<file path="src/rtl/datapath_pkg.sv">
`default_nettype none
// ============================================================================
// Module   : datapath_pkg
// Brief    : Shared types and constants for the instruction-fetch datapath.
// Revision : 1.0 - initial release
// ============================================================================
package datapath_pkg;

    typedef enum logic [1:0] {
        IDLE = 2'd0,
        REQ  = 2'd1,
        DROP = 2'd2
    } fetch_state_t;

    localparam logic [31:0] DEFAULT_RESET_PC = 32'h0000_0000;
    localparam int          INST_W           = 32;
    localparam int          PC_INC           = 4;

endpackage
`default_nettype wire

</file>
<file path="src/rtl/fetch_fifo.sv">
`default_nettype none
// ============================================================================
// Module   : fetch_fifo
// Brief    : Pointer-based circular prefetch buffer with flush, push, pop, count.
// Revision : 1.0 - initial release
// ============================================================================
module fetch_fifo #(
    parameter int WIDTH = 64,
    parameter int DEPTH = 4
) (
    input  logic                       clk,
    input  logic                       rst,
    input  logic                       flush,
    input  logic                       push,
    input  logic                       pop,
    input  logic [WIDTH-1:0]           din,
    output logic [WIDTH-1:0]           dout,
    output logic [$clog2(DEPTH+1)-1:0] count
);

    localparam int             c_ptr_w = $clog2(DEPTH);
    localparam int             c_cnt_w = $clog2(DEPTH+1);
    localparam logic [c_cnt_w-1:0] c_full = c_cnt_w'(DEPTH);

    logic [WIDTH-1:0]   r_mem [DEPTH];
    logic [c_ptr_w-1:0] r_wr_ptr;
    logic [c_ptr_w-1:0] r_rd_ptr;
    logic [c_cnt_w-1:0] r_count;
    logic               w_do_push;
    logic               w_do_pop;

    // Flush dominates both push and pop in the same cycle.
    assign w_do_push = push && !flush && (r_count != c_full);
    assign w_do_pop  = pop  && !flush && (r_count != '0);

    always_ff @(posedge clk or posedge rst) begin
        if (rst) begin
            r_wr_ptr <= '0;
            r_rd_ptr <= '0;
            r_count  <= '0;
            for (int i = 0; i < DEPTH; i++) begin
                r_mem[i] <= '0;
            end
        end else if (flush) begin
            r_wr_ptr <= '0;
            r_rd_ptr <= '0;
            r_count  <= '0;
        end else begin
            if (w_do_push) begin
                r_mem[r_wr_ptr] <= din;
                r_wr_ptr        <= r_wr_ptr + c_ptr_w'(1);
            end
            if (w_do_pop) begin
                r_rd_ptr <= r_rd_ptr + c_ptr_w'(1);
            end
            r_count <= r_count + c_cnt_w'(w_do_push) - c_cnt_w'(w_do_pop);
        end
    end

    assign dout  = r_mem[r_rd_ptr];
    assign count = r_count;

endmodule
`default_nettype wire

</file>
<file path="src/rtl/fetch_prefetch_unit.sv">
`default_nettype none
// ============================================================================
// Module   : fetch_prefetch_unit
// Brief    : Instruction-fetch stage: PC, req/ack fetch FSM, redirect, prefetch queue.
// Revision : 1.0 - initial release
// ============================================================================
module fetch_prefetch_unit
    import datapath_pkg::*;
#(
    parameter int            AW       = 32,
    parameter int            DW       = INST_W,
    parameter int            DEPTH    = 4,
    parameter int            INC      = PC_INC,
    parameter logic [AW-1:0] RESET_PC = AW'(DEFAULT_RESET_PC)
) (
    input  logic                       clk,
    input  logic                       rst,
    output logic                       mem_req,
    output logic [AW-1:0]              mem_addr,
    input  logic                       mem_ack,
    input  logic [DW-1:0]              mem_rdata,
    input  logic                       redirect_en,
    input  logic [AW-1:0]              redirect_pc,
    output logic                       ir_valid,
    input  logic                       ir_ready,
    output logic [DW-1:0]              ir_data,
    output logic [AW-1:0]              ir_pc,
    output logic [AW-1:0]              fetch_pc,
    output logic [$clog2(DEPTH+1)-1:0] queue_count
);

    localparam int                 c_cnt_w = $clog2(DEPTH+1);
    localparam logic [c_cnt_w-1:0] c_full  = c_cnt_w'(DEPTH);
    localparam logic [AW-1:0]      c_inc   = AW'(INC);

    fetch_state_t       r_state;
    fetch_state_t       w_state_nxt;
    logic [AW-1:0]      r_fetch_pc;
    logic [AW-1:0]      r_drop_addr;
    logic               w_push;
    logic               w_pop;
    logic [c_cnt_w-1:0] w_count;
    logic [c_cnt_w-1:0] w_count_after;
    logic [AW+DW-1:0]   w_head;

    always_comb begin
        w_state_nxt   = r_state;
        w_push        = 1'b0;
        w_pop         = ir_valid && ir_ready && !redirect_en;
        w_count_after = w_count + c_cnt_w'(1) - c_cnt_w'(w_pop);
        case (r_state)
            IDLE: begin
                if (!redirect_en && (w_count < c_full)) begin
                    w_state_nxt = REQ;
                end
            end
            REQ: begin
                // An un-acked request cannot be withdrawn, so a redirect must drain it in DROP.
                if (redirect_en) begin
                    w_state_nxt = mem_ack ? REQ : DROP;
                end else if (mem_ack) begin
                    w_push      = 1'b1;
                    w_state_nxt = (w_count_after < c_full) ? REQ : IDLE;
                end
            end
            DROP: begin
                if (mem_ack) begin
                    w_state_nxt = REQ;
                end
            end
            default: w_state_nxt = IDLE;
        endcase
    end

    always_ff @(posedge clk or posedge rst) begin
        if (rst) begin
            r_state     <= IDLE;
            r_fetch_pc  <= RESET_PC;
            r_drop_addr <= '0;
        end else begin
            r_state <= w_state_nxt;
            if (redirect_en) begin
                r_fetch_pc <= redirect_pc;
            end else if (w_push) begin
                r_fetch_pc <= r_fetch_pc + c_inc;
            end
            if ((r_state == REQ) && (w_state_nxt == DROP)) begin
                r_drop_addr <= r_fetch_pc;
            end
        end
    end

    fetch_fifo #(
        .WIDTH (AW + DW),
        .DEPTH (DEPTH)
    ) u_fifo (
        .clk   (clk),
        .rst   (rst),
        .flush (redirect_en),
        .push  (w_push),
        .pop   (w_pop),
        .din   ({r_fetch_pc, mem_rdata}),
        .dout  (w_head),
        .count (w_count)
    );

    assign mem_req     = (r_state == REQ) || (r_state == DROP);
    assign mem_addr    = (r_state == DROP) ? r_drop_addr : r_fetch_pc;
    assign fetch_pc    = r_fetch_pc;
    assign queue_count = w_count;
    assign ir_valid    = (w_count != '0);
    assign ir_pc       = w_head[AW+DW-1:DW];
    assign ir_data     = w_head[DW-1:0];

endmodule
`default_nettype wire
</file>
<file path="config.mk">
export PLATFORM = sky130hd
export DESIGN_NAME = fetch_prefetch_unit
export DESIGN_NICKNAME = d
export VERILOG_FILES = /design/src/rtl/datapath_pkg.sv /design/src/rtl/fetch_fifo.sv /design/src/rtl/fetch_prefetch_unit.sv
export SDC_FILE = /design/constraint.sdc
export NUM_CORES = 1
export LEC_CHECK = 0
export CAP_MARGIN = 20
export CORE_ASPECT_RATIO = 0.75
export CORE_UTILIZATION = 50
export CTS_CLUSTER_DIAMETER = 120
export DETAILED_ROUTE_END_ITERATION = 7
export PLACE_DENSITY = 0.74
export SETUP_SLACK_MARGIN = 0.3
export SYNTH_ARGS = -nofsm -noshare
export SYNTH_HDL_FRONTEND = slang
export SYNTH_HIERARCHICAL = 1
export SYNTH_SLANG_ARGS = --single-unit
</file>
<file path="constraint.sdc">
create_clock -name clk -period 15.9 [get_ports clk]
set_clock_uncertainty 0.05 [all_clocks]
set_input_delay 2.385 -clock clk [delete_from_list [all_inputs] [get_ports clk]]
set_output_delay 2.385 -clock clk [all_outputs]
set_load 0.005 [all_outputs]
</file>
==> results of run 1 <==
-- cell usage in the layout, fill, tap and decap left out, types with 5 or more instances in the layout --
cell	count
dfrtp_1	327
mux2_4	240
clkdlybuf4s50_1	200
mux2_2	83
mux4_2	64
clkbuf_16	37
nand2_1	25
o21ai_0	21
nand3_1	18
nor2_1	17
a31oi_1	13
clkbuf_8	11
buf_4	11
or4_1	10
ha_1	10
xor2_1	9
inv_1	9
nand4_1	9
o31ai_1	9
or3_1	7
and3_1	6
nand2b_1	6
clkbuf_1	6
and4_1	5
clkinv_2	5
-- area by class of cell --
class                   instances  area [um^2]
fillers                      2355        12300
flip-flops and latches        329         8240
multi-input cells             595         7350
repair buffers                212         2090
clock buffers                  54         1100
well taps                     435          544
clock inverters                 6         80.1
inverters                      11         50.0
-- layer usage --
layer | track usage, % | vias to the layer above | wire (um)
li1 | - | 4086 | -
met3 | 4.24 | 46 | 2220
met4 | 5.59 | 0 | 616
met2 | 34.7 | 291 | 16800
met1 | 34.2 | 4913 | 17400
met5 | 0 | - | 0
-- power by group through the flow --
stage | Clock [W] | Combinational [W] | Sequential, W
after CTS | 0.000852 | 0.000819 | 0.00119
after global placement | 0 | 0.000796 | 0.00120
after global routing | 0.000886 | 0.000866 | 0.00122
after detailed placement | 0 | 0.000816 | 0.00120
final | 0.000831 | 0.000809 | 0.00120
after floorplan | 0 | 0.000502 | 0.00115
-- logic make-up (layout without fill, tap and decap cells) --
family / after synthesis / in the layout / synth area share (%)
AO/OA/AOI/OAI: 57 / 57 / 2.22
XOR/XNOR: 13 / 13 / 0.696
adder cells (fa/ha/maj): 12 / 12 / 0.963
buffers and inverters: 79 / 283 / 4.79
flip-flops: 329 / 329 / 50.3
multiplexers: 389 / 389 / 36.7
AND/OR/NAND/NOR: 124 / 124 / 4.39
-- metrics by stage --
stage	total power [W]	worst slack, ns
6_report	0.00284	10.32
5_1_grt	0.00297	10.10
4_1_cts	0.00287	10.23
3_5_place_dp	0.00202	10.28
3_3_place_gp	0.00199	10.37
2_1_floorplan	0.00165	6.22
-- worst max path at each step --
stage / startpoint / to / slack [ns] / depth (start not counted)
final: u_fifo/r_rd_ptr[0] / ir_pc[0] / 10.32 / 3
after global routing: u_fifo/r_rd_ptr[0] / ir_pc[0] / 10.10 / 3
after CTS: u_fifo/r_rd_ptr[0] / ir_pc[0] / 10.23 / 3
after detailed placement: mem_ack / u_fifo/r_mem[190] / 10.28 / 7
after global placement: redirect_en / u_fifo/count[2] / 10.37 / 12
after floorplan: rst / u_fifo/count[0] / 6.22 / 1
-- registers in the layout, indices dropped and copies added (netlist names) --
| signal | flops |
|---|---|
| r_state | 2 |
| fetch_pc | 32 |
| u_fifo/r_mem | 256 |
| u_fifo/r_wr_ptr | 2 |
| r_drop_addr | 32 |
| u_fifo/r_rd_ptr | 2 |
| u_fifo/count | 3 |
==> run summary, run 1 <==
Hold_sp -> r_drop_addr[2]
Cell family with most CP delay -> buffers and inverters
Dpl cell area -> 0.0183 mm^2
CTS clk-pin slew, worst paths -> 0.06 ns
P_leak -> 8.46 nW
Area growth from synthesis to layout -> 18.9%
Worst hold endpoint -> r_drop_addr[2]
Routed WL per cell -> 22.5 um
I/O Buffers -> 201
Number of routed nets with antenna violations -> 0
MaxCap Viol Count -> 0
Worst path arrival time -> 3.14 ns
Largest net degree at the start of global routing -> 121
Grt total ovfl -> 0
Setup crit end kind -> output pin
Max frequency -> 179 MHz
Flops & latches, synth -> 329
Cell count after placement -> 1582
Yosys top cell area share -> 50.3%
Net Count, Synth -> 1084
Initial DRC Count -> 487
Max Root-Sink Buffers -> 3
Maximum fanout along the worst path -> 37
Synthesized area per cell -> 16.3 um^2
Worst-Margin Slew -> 0.975 ns
Final hold violation count -> 0
Cells after Synth -> 1003
CP max stage delay -> 0.82 ns
Critical path required time -> 13.47 ns
Hpwl dp -> 23100 um
Depth of the worst register-to-register path -> 8
RSZ-0062 raised after global routing -> no
Die area -> 0.0335 mm^2
Routed WL -> 37000 um
Total CTS buffers -> 34
Util after Layout -> 61.3%
Die H -> 159 um
Finished layout cell area -> 0.0195 mm^2
Relative slew slack -> 34.9%
Finished Layout Cells -> 1642
Layout cells sized above 1 -> 38.8%
Total GRT Usage -> 22.9%
Startpoint Class -> register
Cell Int Power -> 0.00212 W
# setup viols final -> 0
Clock Power Share -> 29.3%
Core Area -> 0.0317 mm^2
RePlAce Congestion -> 0.731
# nets final -> 1264
Drt pass-1 iters -> 4
Net switching power -> 0.000714 W
FF-to-FF setup slack -> 12.51 ns
Hold path cells -> 1
Most frequent cells after synthesis -> dfrtp_1, mux2_4, mux2_2
Top_reg_cell synth -> dfrtp_1
Post-route DRC -> 0
Cts repair resizes -> 0
Hold Worst Slack -> 0.453 ns
Ys Warns -> 6
Count of pins over their slew limit -> 0
Initial core utilization -> 51.6%
Root Driver -> clkbuf_16
Syn Std Cell Area -> 0.0164 mm^2
Post-CTS Setup Inserts -> 0
Crit-path cells -> buf_4 > mux4_2 > clkdlybuf4s50_1
Asr flop ratio synth -> 100%
Final Cycle Share -> 35.1%
First-pass GRT wire length -> 59000 um
Horiz. Die Dim -> 211 um
Antenna diode count -> 0
Crit-path slowest cell -> dfrtp_4
Initial antenna violation count -> 0
HP Class -> register to register
EDFF count, synth -> 0
Buf/Inv on CP -> 2
Row count -> 56
Net Sw Frac -> 25.2%
I/O Pins -> 202
Cell with the most instances after synthesis -> dfrtp_1
Later-pin clock latency in the skew report -> 0.52 ns
Power per cell area -> 146 mW/mm^2
Comb pwr share -> 28.5%
Min cycle time layout -> 5.58 ns
DR vias -> 9336
Setup CP Type -> register to output pin
Fin Setup TNS -> 0 ns
Part of the power in registers -> 42.2%
Cell taking the most area after synthesis -> dfrtp_1
CTS Sinks -> 329
Peak supply drop -> 78.6 uV
Status -> complete, no violations
CTS tree -> yes
Drt via density -> 5.69
Vias in the first global route -> 9904
Ranking of synthesized cells by area -> dfrtp_1, mux2_4, mux4_2, mux2_2, buf_12
Yosys cell types -> 50
CTS HTree Levels -> 2
RR Startpoint -> r_state[1]
R2R Path End -> u_fifo/r_mem[251]
Seq/Total Area, Yosys -> 50.3%
Cts hold-fix bufs -> 0
Power figures use the tool's default switching activity.
==> run 2, diff against run 1 <==
--- a/config.mk
+++ b/config.mk
@@ -10,7 +10,7 @@
 export CORE_UTILIZATION = 50
 export CTS_CLUSTER_DIAMETER = 120
 export DETAILED_ROUTE_END_ITERATION = 7
-export PLACE_DENSITY = 0.74
+export PLACE_DENSITY = 0.77
 export SETUP_SLACK_MARGIN = 0.3
 export SYNTH_ARGS = -nofsm -noshare
 export SYNTH_HDL_FRONTEND = slang
==> constraint.sdc (replaced) <==
create_clock -name clk -period 5.08 [get_ports clk]
set_clock_uncertainty 0.05 [all_clocks]
set_input_delay 0.762 -clock clk [delete_from_list [all_inputs] [get_ports clk]]
set_output_delay 0.762 -clock clk [all_outputs]
set_load 0.005 [all_outputs]
==> run 2 against run 1 <==
Compared with the run above:
- design area rose by 0.73%
- utilization rose by 0.45 points
- flip-flop and latch count did not move
- combinational power rose to 3.1 times the previous value
- setup slack got worse by 9.0 ns
- register-to-register slack got worse by 11 ns
- die area did not move
- first-iteration DRC count rose by 34%
- largest power group unchanged
- largest cell class unchanged
- non-clock buffer count rose by 6
- global-route usage rose by 0.20 points
- final cell count rose by 0.49%
- via count rose by 0.42%
==> run summary, run 2 (synthesis gave the netlist of run 1 again) <==
CTS Sinks -> 329
CP max stage delay -> 1.11 ns
Drt via density -> 5.68
Root Driver -> clkbuf_16
Post-route DRC -> 0
First-pass GRT wire length -> 59600 um
Core Area -> 0.0317 mm^2
Net switching power -> 0.00226 W
Worst hold endpoint -> u_fifo/r_mem[22]
# nets final -> 1270
Dpl cell area -> 0.0184 mm^2
Final Cycle Share -> 73.3%
Largest net degree at the start of global routing -> 159
Area growth from synthesis to layout -> 19.8%
Max Root-Sink Buffers -> 3
P_leak -> 8.51 nW
Layout cells sized above 1 -> 39.0%
Row count -> 56
Worst-Margin Slew -> 1.04 ns
Relative slew slack -> 30.8%
Hold_sp -> u_fifo/r_mem[22]
Depth of the worst register-to-register path -> 8
Maximum fanout along the worst path -> 54
Status -> complete, no violations
Peak supply drop -> 208 uV
Routed WL -> 37500 um
FF-to-FF setup slack -> 1.91 ns
Routed WL per cell -> 22.7 um
Fillers -> 2322
HP Class -> register to register
Cts repair resizes -> 0
PnR worst setup slack -> 1.35 ns
Cell Int Power -> 0.00666 W
DR vias -> 9375
Critical path required time -> 4.27 ns
Power per cell area -> 455 mW/mm^2
R2R Path End -> u_fifo/r_mem[142]
Die area -> 0.0335 mm^2
Post-CTS Setup Inserts -> 0
Drt pass-1 iters -> 5
Count of pins over their slew limit -> 0
Initial DRC Count -> 654
Startpoint Class -> register
Total CTS buffers -> 34
Later-pin clock latency in the skew report -> 0.53 ns
Horiz. Die Dim -> 211 um
Crit-path slowest cell -> dfrtp_4
CTS HTree Levels -> 2
Initial core utilization -> 51.6%
Hpwl dp -> 23600 um
Comb pwr share -> 28.4%
Clock Power Share -> 29.3%
Fin Setup TNS -> 0 ns
Grt total ovfl -> 0
CTS tree -> yes
Most common cell after layout, fill and taps aside -> dfrtp_1
Net Sw Frac -> 25.4%
Part of the power in registers -> 42.3%
Hold path cells -> 1
# setup viols final -> 0
MaxCap Viol Count -> 0
Setup CP Type -> register to output pin
Setup crit end kind -> output pin
Max frequency -> 268 MHz
I/O Buffers -> 201
Cts hold-fix bufs -> 0
Final hold violation count -> 0
RSZ-0062 raised after global routing -> no
Finished layout cell area -> 0.0196 mm^2
Min cycle time layout -> 3.73 ns
I/O Pins -> 202
CTS clk-pin slew, worst paths -> 0.06 ns
RR Startpoint -> r_state[1]
Total GRT Usage -> 23.1%
Worst path arrival time -> 2.91 ns
Pre-CTS WS -> 1.37 ns
Crit-path cells -> buf_4 > mux4_2 > clkdlybuf4s50_1
RePlAce Congestion -> 0.766
Largest reg by FF count -> u_fifo/r_mem
Initial antenna violation count -> 4
Commonest non-fill, non-tap cells in the layout -> dfrtp_1, mux2_4, clkdlybuf4s50_1
Die H -> 159 um
Number of routed nets with antenna violations -> 0
Vias in the first global route -> 9858
Max FFs per register -> 256
## run 2: cell count changes in the layout (fill, tap and decap cells not counted)
cell | previous run | this run
buf_8 | 0 | 1
clkinv_2 | 5 | 3
diode_2 | 0 | 2
clkbuf_1 | 6 | 7
buf_12 | 0 | 7
buf_4 | 11 | 9
inv_8 | 1 | 0
clkinvlp_4 | 0 | 2
## run 2: through the flow
stage               hold slack (ns)  util (%)  total power [W]  cells
floorplan                     0.424         -          0.00518   1003
global placement              0.433      58.0          0.00625   1587
detailed placement            0.439      58.0          0.00632   1587
CTS                           0.457      61.7          0.00898   1647
global route                  0.468      61.8          0.00932   1650
finish                        0.456      61.8          0.00892   1650
## run 2: worst max-delay path by stage
stage	from	to	depth (start not counted)
after floorplan	rst	u_fifo/count[0]	1
after global placement	mem_ack	r_drop_addr[1]	6
after detailed placement	mem_ack	u_fifo/r_mem[156]	7
after CTS	u_fifo/r_rd_ptr[1]	ir_pc[7]	3
after global routing	u_fifo/r_rd_ptr[1]	ir_pc[7]	3
final	u_fifo/r_rd_ptr[1]	ir_pc[7]	3
## run 2: critical path: cells and delay by family (launching register included)
family	cells	cell delay, ns
flops	1	1.11
buf+inv	2	0.90
mux	1	0.39
## run 2: power by group through the flow
stage                     logic (W)  registers [W]  clock network (W)
after floorplan             0.00157        0.00361                  0
after global placement      0.00249        0.00376                  0
after detailed placement    0.00255        0.00377                  0
after CTS                   0.00256        0.00376            0.00266
after global routing        0.00271        0.00385            0.00276
final                       0.00253        0.00377            0.00262
## run 2: cell type report
cell class	instances	area, um^2	area share [%]
Clock buffer	55	1100	5.63
Tap cell	435	544	2.78
Sequential cell	329	8240	42.0
Timing Repair Buffer	218	2230	11.4
Clock inverter	5	77.6	0.396
Antenna cell	2	5.00	0.0255
Inverter	11	46.3	0.236
Multi-Input combinational cell	595	7350	37.5
## run 2: routing by layer
metal	up-vias	track usage, %	share of wire (%)
li1	4081	-	-
met1	4995	34.9	48
met2	255	34.2	45
met3	40	4.50	5.5
met4	4	5.69	1.3
met5	-	0	0.069
==> run 3, diff against run 2 <==
==> constraint.sdc (replaced) <==
create_clock -name clk -period 3.39 [get_ports clk]
set_clock_uncertainty 0.05 [all_clocks]
set_input_delay 0.5085 -clock clk [delete_from_list [all_inputs] [get_ports clk]]
set_output_delay 0.5085 -clock clk [all_outputs]
set_load 0.005 [all_outputs]
==> run 3 against run 2 <==
Compared with the run above:
- setup slack worse by 0.95 ns
- first-iteration DRC count down 4.3%
- flip-flop and latch count unchanged
- final cell count up 1.2%
- register-to-register slack worse by 1.3 ns
- sequential share of layout area down 0.37 points
==> run summary, run 3 (synthesis gave the netlist of run 1 again) <==
Status -> complete, no violations
Min cycle time layout -> 2.99 ns
Most common cell after layout, fill and taps aside -> dfrtp_1
CTS tree -> yes
Grt total ovfl -> 0
Post-route DRC -> 0
MaxCap Viol Count -> 0
Part of the power in registers -> 42.6%
R2R Path End -> u_fifo/count[2]
I/O Buffers -> 201
Root Driver -> clkbuf_16
Routed WL per cell -> 22.7 um
Die H -> 159 um
Initial core utilization -> 51.6%
Count of pins over their slew limit -> 0
Crit-path cells -> inv_1 > ha_4 > buf_4 > mux2_2 > clkdlybuf4s50_1
First-pass GRT wire length -> 59600 um
Core Area -> 0.0317 mm^2
Die area -> 0.0335 mm^2
Worst path arrival time -> 2.43 ns
Max FFs per register -> 256
Number of routed nets with antenna violations -> 0
Vias in the first global route -> 10.0k
Horiz. Die Dim -> 211 um
I/O Pins -> 202
Initial DRC Count -> 626
Area growth from synthesis to layout -> 20.8%
CTS clk-pin slew, worst paths -> 0.06 ns
Fillers -> 2321
CTS Sinks -> 329
Total CTS buffers -> 34
Cell family with most CP delay -> buffers and inverters
Power per cell area -> 666 mW/mm^2
Setup crit end kind -> output pin
# nets final -> 1292
Total GRT Usage -> 23.2%
FF-to-FF setup slack -> 0.64 ns
Max frequency -> 334 MHz
Drt pass-1 iters -> 5
RSZ-0062 raised after global routing -> no
Peak supply drop -> 372 uV
Final hold violation count -> 0
Hold path cells -> 2
Finished Layout Cells -> 1669
Net switching power -> 0.00336 W
Net Sw Frac -> 25.5%
Cell count after placement -> 1601
Commonest non-fill, non-tap cells in the layout -> dfrtp_1, mux2_4, clkdlybuf4s50_1
Maximum fanout along the worst path -> 14
Drt via density -> 5.64
Max Root-Sink Buffers -> 3
Largest reg by FF count -> u_fifo/r_mem
Buf/Inv on CP -> 3
Comb pwr share -> 29.2%
Hpwl dp -> 23900 um
Cell Int Power -> 0.00981 W
DR vias -> 9412
Tot Pwr -> 0.0132 W
RePlAce Congestion -> 0.805
Routed WL -> 37900 um
Clock Power Share -> 28.3%
P_leak -> 8.60 nW
CTS HTree Levels -> 2
Layout cells sized above 1 -> 40.0%
Worst-Margin Slew -> 0.736 ns
Setup CP Type -> register to output pin
Startpoint Class -> register
Final Cycle Share -> 88.2%
Crit-path slowest cell -> clkdlybuf4s50_1
Initial antenna violation count -> 5
CP max stage delay -> 0.44 ns
Row count -> 56
Hold_sp -> redirect_en
Worst hold endpoint -> u_fifo/count[1]
Cts hold-fix bufs -> 0
RR Startpoint -> r_state[1]
HP Class -> input port to register
Relative slew slack -> 50.9%
Depth of the worst register-to-register path -> 13
Later-pin clock latency in the skew report -> 0.52 ns
Fin Setup TNS -> 0 ns
Largest net degree at the start of global routing -> 112
Critical path required time -> 2.83 ns
# setup viols final -> 0
[run 3: cell count changes in the layout (fill, tap and decap cells not counted)]
cell,before,now
buf_16,0,1
clkbuf_8,11,6
ha_2,1,0
buf_12,7,13
buf_8,1,0
clkinv_2,3,6
inv_6,0,1
buf_4,9,25
clkbuf_16,37,35
diode_2,2,1
clkinvlp_4,2,3
ha_4,0,1
[run 3: cell type report]
class	count	area, um^2	share of cell area [%]
inverter	11	46.3	0.234
tap	435	544	2.75
antenna	1	2.50	0.0127
clock buffer	48	985	4.98
sequential	329	8240	41.7
multi-input combinational	595	7360	37.2
timing repair buffer	240	2480	12.6
clock inverter	10	109	0.550
[run 3: timing repair]
item / CTS / global route
buffers inserted: 3 / 6
gates resized for setup: 1 / 0
endpoints found under the setup margin: 74 / 20
[run 3: power by group through the flow]
| stage | Sequential [W] | Combinational [W] | Clock [W] |
|---|---|---|---|
| 2_1_floorplan | 0.00541 | 0.00236 | 0 |
| 3_3_place_gp | 0.00559 | 0.00373 | 0 |
| 3_5_place_dp | 0.00562 | 0.00384 | 0 |
| 4_1_cts | 0.00559 | 0.00386 | 0.00380 |
| 5_1_grt | 0.00572 | 0.00410 | 0.00395 |
| 6_report | 0.00560 | 0.00384 | 0.00372 |
[run 3: worst max-delay path by stage]
stage          depth (start not counted)  slack, ns        from              end
6_report                               5       0.40  r_state[0]     mem_addr[20]
3_5_place_dp                          12       0.32     mem_ack  u_fifo/count[2]
3_3_place_gp                          12       0.36     mem_ack  u_fifo/count[2]
4_1_cts                                5       0.32  r_state[0]     mem_addr[20]
5_1_grt                                5       0.29  r_state[0]     mem_addr[15]
2_1_floorplan                          1      -0.64         rst  u_fifo/count[0]
[run 3: through the flow]
stage	worst slack (ns)	util (%)	instance area (um^2)	hold WS, ns
6_report	0.399	62.3	19800	0.326
5_1_grt	0.294	62.3	19800	0.329
4_1_cts	0.317	62.1	19700	0.300
3_5_place_dp	0.318	58.5	18600	0.438
3_3_place_gp	0.355	58.5	18600	0.432
2_1_floorplan	-0.638	-	16400	0.424
[run 3: worst reg2reg max path: stages, from the launching register on]
cell and delay, ns:
dfrtp_1 0.42, inv_1 0.12, ha_1 0.28, nand2_1 0.15, nor2_1 0.22, and2b_2 0.23
nand2_1 0.07, ha_1 0.27, inv_1 0.06, ha_1 0.13, inv_1 0.05, fa_1 0.37
xnor2_1 0.17, nor2_1 0.05
[run 3: layer usage]
metal	GRT usage, %	vias up	share of wire (%)
met4	5.69	8	1.6
met5	0	-	0.12
met1	33.1	4997	47
li1	-	4127	-
met3	4.87	53	5.3
met2	36.2	227	46
==> variant, RTL diff (flow settings as in run 1) <==
The 3 states of `fetch_state_t` get a one-hot encoding in 3 bits.
--- a/src/rtl/datapath_pkg.sv
+++ b/src/rtl/datapath_pkg.sv
@@ -6,10 +6,10 @@
 // ============================================================================
 package datapath_pkg;
 
-    typedef enum logic [1:0] {
-        IDLE = 2'd0,
-        REQ  = 2'd1,
-        DROP = 2'd2
+    typedef enum logic [2:0] {
+        IDLE = 3'b001,
+        REQ  = 3'b010,
+        DROP = 3'b100
     } fetch_state_t;
 
     localparam logic [31:0] DEFAULT_RESET_PC = 32'h0000_0000;
Check against the original RTL: same outputs for any inputs over 4 cycles, from zero or initial values and one cycle with rst high; so few cycles prove little.
==> variant against run 1 <==
- area after synthesis is 0.21% lower
- power is 15% lower
- final cell count about the same
- highest routed layer unchanged
- sequential power decreased by 13%
- sequential cell count increased by 1
- final area up 0.27%
- wire length fell by 0.16%
- synthesized cell count decreased by 1.2%
- via count down 2.1%
- setup slack got worse by 0.036 ns
==> variant: results (changes against run 1) <==
========================================================================================
Instance count of the mapped netlist                                                 991   -1.2%
GR Util met2                                                                       0.326   -0.0204
Hold Slack                                                                      0.437 ns   -0.0154 ns
Met3 capacity usage during global routing                                         0.0404   -0.00197
Worst R2R Path Depth                                                                   6   -2
Peak VDD IR                                                                      69.4 uV   -12%
Pin count of the biggest net entering global routing                                 131   +8.3%
Total leakage power                                                           0.00864 uW   +2.2%
Net count of the mapped netlist                                                     1068   -1.5%
Commonest cells post-synth                                                  sky130_fd_sc_hd__dfrtp_1 (329), sky130_fd_sc_hd__mux2_4 (240), sky130_fd_sc_hd__mux2_2 (65), sky130_fd_sc_hd__mux4_2 (64), sky130_fd_sc_hd__nand2_1 (39)
Met2 Routed Length                                                          16000 microns   -4.8%
Hold Path Sink                                                              u_fifo/r_mem[62]$_DFFE_PP0P_
Reported net switching power                                                      588 uW   -18%
Min-Delay Startpoint                                                        u_fifo/r_mem[62]$_DFFE_PP0P_
Total track usage                                                                  0.226   -0.00362
Final RePlAce weighted congestion                                                  0.755   +3.3%
Half-perimeter wire length after detailed placement                         22900 microns   -1.0%
Met3 layer wire length in the routed design                                 1870 microns   -16%
Routed length on met1                                                       18400 microns   +6.1%
Xor and xnor area share after synthesis                                           0.0161   +0.00913
Portion of the clock cycle consumed by the worst path in the final layout          0.353   +0.00228
Portion of total power attributed to combinational logic                           0.211   -0.074
Run status                                                                  complete, no violations
End point of the critical path                                                 ir_pc[18]
Sequential area share after synthesis                                              0.506   +0.00269
========================================================================================
## variant: cell types whose count changed in the layout (fill, tap and decap cells not counted), sizes merged, moves of 8 or more
cell	run 1	this run
o21ai	21	29
o31ai	9	1
or4	11	2
a31oi	13	2
nand2	25	39
xor2	9	21
clkbuf	54	45
## variant: cells by family (layout without fill, tap and decap cells)
kind of cell	count (synthesis)	in the layout
AOI/OAI and AO/OA	42	42
xor gates and xnor gates	30	30
adders and majority gates	8	8
buffers and inverters	72	284
DFF	330	330
muxes	389	389
other	0	3
and+or+nand+nor	120	120
## variant: area by class of cell
cell class | instances | area (sq um)
flip-flops and latches | 330 | 8270
clock buffers | 45 | 1010
repair buffers | 213 | 2100
multi-input cells | 589 | 7340
fillers | 2361 | 12200
well taps | 435 | 544
diodes | 3 | 7.51
clock inverters | 16 | 208
inverters | 10 | 46.3
## variant: critical path, delay by kind of cell (launching register included)
kind     cells  cell delay (ns)
mux          1             0.65
flops        1             0.83
buf+inv      2             1.17
